<file path="src/rtl/softmax_max_stage.sv">
// Softmax max stage: buffers one logit vector while tracking its maximum,
// then replays every element in order paired with that maximum.
module softmax_max_stage #(
    parameter int VEC_LEN = 10,
    parameter int CNT_W   = 4
) (
    input  logic        clk,
    input  logic        areset,
    input  logic        in_valid,
    output logic        in_ready,
    input  logic [31:0] in_data,
    output logic        out_valid,
    input  logic        out_ready,
    output logic [31:0] out_data,
    output logic [31:0] out_max,
    output logic        out_last,
    output logic        busy
);

    typedef enum logic {LOAD, EMIT} state_t;

    localparam logic [CNT_W-1:0] LAST_IDX = CNT_W'(VEC_LEN - 1);

    state_t           state, state_nxt;
    logic [CNT_W-1:0] wr_cnt, rd_cnt;
    logic [31:0]      max_q;
    logic [31:0]      mem [VEC_LEN];
    logic             in_hs, out_hs, wr_last, rd_last, take_max;

    // Maps IEEE-754 bit patterns onto an unsigned key with the same ordering.
    function automatic logic [31:0] key(input logic [31:0] x);
        return x[31] ? ~x : (x ^ 32'h8000_0000);
    endfunction

    always_comb begin
        in_ready  = (state == LOAD);
        out_valid = (state == EMIT);
        busy      = out_valid;
        in_hs     = in_valid & in_ready;
        out_hs    = out_valid & out_ready;
        wr_last   = (wr_cnt == LAST_IDX);
        rd_last   = (rd_cnt == LAST_IDX);
        out_last  = out_valid & rd_last;
        out_data  = mem[rd_cnt];
        out_max   = max_q;
        // Strictly greater keeps the first of equal maxima.
        take_max  = (wr_cnt == '0) || (key(in_data) > key(max_q));
    end

    always_comb begin
        state_nxt = state;
        case (state)
            LOAD:    if (in_hs && wr_last)   state_nxt = EMIT;
            EMIT:    if (out_hs && rd_last)  state_nxt = LOAD;
            default: state_nxt = LOAD;
        endcase
    end

    always_ff @(posedge clk or negedge areset) begin
        if (!areset) begin
            state  <= LOAD;
            wr_cnt <= '0;
            rd_cnt <= '0;
            max_q  <= '0;
        end else begin
            state <= state_nxt;
            if (in_hs) begin
                wr_cnt <= wr_last ? '0 : wr_cnt + 1'b1;
                if (take_max) max_q <= in_data;
            end
            if (out_hs) rd_cnt <= rd_last ? '0 : rd_cnt + 1'b1;
        end
    end

    // Vector storage carries no reset; contents are always rewritten before replay.
    always_ff @(posedge clk) begin
        if (in_hs) mem[wr_cnt] <= in_data;
    end

endmodule

</file>
<file path="config.mk">
export PLATFORM = sky130hd
export DESIGN_NAME = softmax_max_stage
export DESIGN_NICKNAME = d
export VERILOG_FILES = /design/src/rtl/softmax_max_stage.sv
export SDC_FILE = /design/constraint.sdc
export NUM_CORES = 1
export LEC_CHECK = 0
export ABC_AREA = 1
export BUFFER_PORTS_ARGS = -buffer_cell sky130_fd_sc_hd__buf_4
export CORE_ASPECT_RATIO = 0.75
export CORE_MARGIN = 2
export CORE_UTILIZATION = 55
export CTS_CLUSTER_SIZE = 10
export DETAILED_ROUTE_END_ITERATION = 6
export PLACE_DENSITY_LB_ADDON = 0.1
export SYNTH_ARGS = -nofsm -noshare
export SYNTH_HDL_FRONTEND = slang
export SYNTH_SLANG_ARGS = --single-unit
</file>
<file path="constraint.sdc">
create_clock -name clk -period 4.2 [get_ports clk]
set_input_delay 0.84 -clock clk [delete_from_list [all_inputs] [get_ports clk]]
set_output_delay 0.84 -clock clk [all_outputs]
set_load 0.02 [all_outputs]
</file>
# Word-level counts from Yosys, hierarchy flattened
# Memory sizes are Yosys's and may differ from the RTL's.
# Index checks and enable logic that the tools add are counted.
# word_totals
ff_bits,41
latch_bits,0
mem_bits_rw,320
rom_bits,0
in_bits,36
output_inout_bits,68
word_cells,32
mem_count,1
# op_classes
add_sub_neg,2
n_mul,0
n_div,0
order_cmp,1
n_eq_ne,2
n_shift,0
mux,9
bitwise_logic,8
reduce_logical,5
# memory_table
name,depth,word_bits,rd,rd_clocked_by_memory_dff,wr,line_no,source
mem,10,32,1,0,1,27,logic [31:0] mem [VEC_LEN];
# op_table
cell,count
2-to-1 mux 32 bit,2
inverter 32 bit,2
> comparator 32 bit,1
adder 4 x 1 -> 4 bit (second input constant),2
equality test 4 bit (second input constant),2
2-to-1 mux 4 bit,2
zero test 4 bit,1
2-to-1 mux 1 bit,4
AND 1 bit,3
inverter 1 bit,3
logical AND 1 bit,2
case mux 1 bit (2 select lines),1
AND reduction 2 bit,1
logical OR 1 bit,1

# Logic depth before layout (Yosys ltp)
# logic_depth
word_depth,5
ltp_mapped,20
mapped_depth_nobuf,17

# Worst setup path after synthesis
# OpenSTA, ideal clock, no wires.
# synth_path
path_type,in2reg
startpoint,in in_valid
endpoint,mem mem[2][0] (enable)
arrival_ps,3243
t_required_ps,3739
path_slack_ps,496
stages,4
n_path_buf,0
path_cell_list,nand2_4 nor2_2 inv_2 nor3_1
# synth_between
elab_chain_len,3
# synth_rtl
item,line_no,source
"start, declared",9,"input logic in_valid,"
AND 1 bit,39,in_hs = in_valid & in_ready;
2-to-1 mux 1 bit,77,if (in_hs) mem[wr_cnt] <= in_data;
2-to-1 mux 1 bit (not written as such),77,
"end, declared",27,
# No other way between the ends.

# Final worst setup path
# layout_path
startpoint,reg rd_cnt[1]
endpoint,out out_data[19]
# layout_between
elab_chain_len,1
# layout_rtl
item,line_no,source
"start, declared",25,"logic [CNT_W-1:0] wr_cnt, rd_cnt;"
"start signal, assigned",71,if (out_hs) rd_cnt <= rd_last ? '0 : rd_cnt + 1'b1;
memory (10 x 32 bit),--,
"end, declared",14,"output logic [31:0] out_data,"
# No other way between the ends.

==> results.json <==
{
  "clock_sink_count": 361,
  "synth_area_um2": 15300,
  "cts.repair_timing.setup_buffer_count": 0,
  "top_flip_flop_cell_by_instance_count_after_synthesis": "edfxtp_1",
  "critPathLaunchType": "register",
  "antenna_cells": 0,
  "distinct_cell_type_count_of_the_synthesized_netlist": 35,
  "max_freq_ghz": 0.285,
  "grtUsageMet2": 0.391,
  "layout-area-overhead-vs-synth_pct": 14.6,
  "total_power_w": 0.0131,
  "yosys_register_bits": 361,
  "cts.reportedPaths.clkPinSlew_ps": 60,
  "syn-mean-instance-area_um2": 13.2,
  "hold-worst-slack_ps": 294,
  "clkPwrFrac": 0.243,
  "drive_above_1_share": 0.209,
  "synth_enable_flop_cells": 320,
  "synth_warnings": 0,
  "finalCritPeriodShare": 0.835,
  "powerDensity_nw_per_um2": 747,
  "syn-num-nets": 1233,
  "global_route.usage.met1": 0.395,
  "num-nets-final": 1332,
  "most_frequent_standard_cell_in_the_layout_excluding_fill_and_tap_cells": "edfxtp_1",
  "floorplan.initialDensity": 0.564,
  "cts-buffers-inserted": 42,
  "setup_viol_count_final": 0,
  "gr-usage-all-layers": 0.261,
  "io_buffers": 103,
  "drt-vias-per-instance": 5.97,
  "die_height_um": 149,
  "tightestPinTransition_ps": 885,
  "dr.first_iter.drc_count": 875,
  "drt-pass1-iter-count": 5,
  "worst_hold_path_type": "in2async",
  "p_seq_frac": 0.351,
  "dp_cells": 1571,
  "die_outline_area_um2": 29200,
  "critPathMaxFanout": 34,
  "global_route_wire_length_before_repair_um": 57000,
  "largest_voltage_drop_on_the_vdd_net_mv": 0.502,
  "cts_tree": "yes",
  "post_drt_wl_per_cell_um": 22.8,
  "vias": 9730,
  "timing.critical_path.arrival_ps": 2670,
  "post_synth_inst_count": 1165,
  "switching_share": 0.383,
  "ys_seq_area_frac": 0.694,
  "status": "finished clean",
  "gpl.final_weighted_congestion": 0.784,
  "clk-insertion-delay-late_ps": 540,
  "total_switching_power_w": 0.00503,
  "finalClockSkew_ps": 15.3,
  "layout.filler_cells": 2011,
  "grt_antenna_before_repair": 1,
  "postSynth.asyncResetShare": 0.114,
  "cts_hold_buf": 0,
  "p_int_w": 0.00810,
  "final-instance-count-excl-fill": 1630,
  "routed_wl_um": 37200,
  "die_width_um": 197,
  "cap_violations": 0,
  "power_leakage_nw": 6.28,
  "ctsHtreeMaxLevel": 2,
  "top_level_ports": 104,
  "setup.worst_path.end_class": "primary output",
  "globalRoute.busiestLayer": "met1",
  "first_global_vias": 9807,
  "ctsRootBufferMaster": "clkbuf_16",
  "timing_hold_violations_final": 0,
  "drc": 0,
  "layout_min_cycle_time_ps": 3510,
  "layout.core_utilization": 0.646,
  "post-dp-hpwl_um": 21000,
  "fp.coreArea_um2": 27200,
  "overflow": 0,
  "unrepaired_setup_endpoints_after_global_routing": "no",
  "timing_worst_setup_path_type": "reg2out",
  "clock_tree.buffer_depth": 3,
  "share_comb_of_total_power": 0.406,
  "cts_repair_resize_count": 0,
  "postRouteAntennaNets": 0,
  "grt_max_degree": 69,
  "fp-row-count": 52,
  "globalRouteMet3Util": 0.0497,
  "setup_tns_ps": 0,
  "mostFrequentLayoutCells": "320 x edfxtp_1, 125 x buf_4, 112 x nor2_1, 105 x o21ai_0, 84 x o21ai_1",
  "timing.max_slew.rel_slack": 0.409,
  "number_of_max_slew_violations_in_the_final_report": 0,
  "critical_path_required_ps": 3360
}
[worst max-delay path, stage by stage (launching register included)]
cell       delay, ps
dfrtp_1          420
inv_2            500
buf_4            360
o21ai_0          130
o2111ai_1        200
nand3_1           90
o21ai_1          190
buf_4            200
[cell families (layout without fill, tap and decap cells)]
| logic type | count (synthesis) | count (layout) | synth area share |
|---|---|---|---|
| buffers and inverters | 99 | 213 | 0.0344 |
| adders and majority gates | 32 | 32 | 0.0261 |
| xor gates and xnor gates | 64 | 64 | 0.0366 |
| and+or+nand+nor | 333 | 333 | 0.103 |
| DFF | 361 | 361 | 0.694 |
| AOI/OAI and AO/OA | 276 | 276 | 0.106 |
[metal layers]
metal / up-vias / routed length, um
li1: 4485 / -
met1: 4790 / 16900
met2: 402 / 16400
met3: 53 / 3200
met4: 0 / 637
met5: - / 0
[synthesized netlist by cell type, drive strengths merged, types with 3 or more instances]
cell | count | area, um2
buf | 45 | 319
o21ai | 189 | 946
a21oi | 19 | 95.1
nand3 | 71 | 360
o2111ai | 12 | 105
a221oi | 52 | 455
nor2 | 124 | 497
xor2 | 33 | 289
clkbuf | 28 | 105
ha | 32 | 400
inv | 25 | 98.8
dfrtp | 41 | 1030
nor3 | 3 | 20.0
nand2 | 133 | 691
edfxtp | 320 | 9610
xnor2 | 31 | 272
[per-stage QoR]
stage / instance area, um2 / setup WS [ps]
after global routing: 17600 / 553
after floorplan: 15300 / 496
final: 17600 / 695
after detailed placement: 16400 / 797
after CTS: 17600 / 685
after global placement: 16400 / 842
[worst paths after layout]
kind | cells after the start | end | startpoint | slack, ps
max in group asynchronous | 1 | rd_cnt[0] | areset | 3490
min in group clk | 1 | wr_cnt[2] | wr_cnt[2] | 570
hold reg to reg | 1 | wr_cnt[2] | wr_cnt[2] | 570
setup / recovery | 7 | out_data[19] | rd_cnt[1] | 690
setup reg to reg | 12 | out_max[11] | out_max[31] | 1080
hold / removal | 1 | out_max[28] | areset | 290
[power groups by stage]
stage                     combinational (W)  clock [W]  sequential, W
after global routing                0.00587    0.00338        0.00466
after floorplan                     0.00347          0        0.00475
after CTS                           0.00537    0.00323        0.00462
after global placement              0.00527          0        0.00468
final                               0.00533    0.00319        0.00461
after detailed placement            0.00534          0        0.00468
[registers in the layout, indices dropped and copies added, names as in the netlist]
name     count
busy         1
mem        320
wr_cnt       4
rd_cnt       4
out_max     32
[area by class of cell]
class                      instances  area [um2]  area share
sequential                       361       10600       0.605
multi-input combinational        705        4240       0.241
clock buffer                      56        1120      0.0640
timing repair buffer             128         998      0.0568
tap                              351         439      0.0250
inverter                          26         103     0.00584
clock inverter                     3        37.5     0.00214
Note: power is estimated with default switching activity, not from simulation.
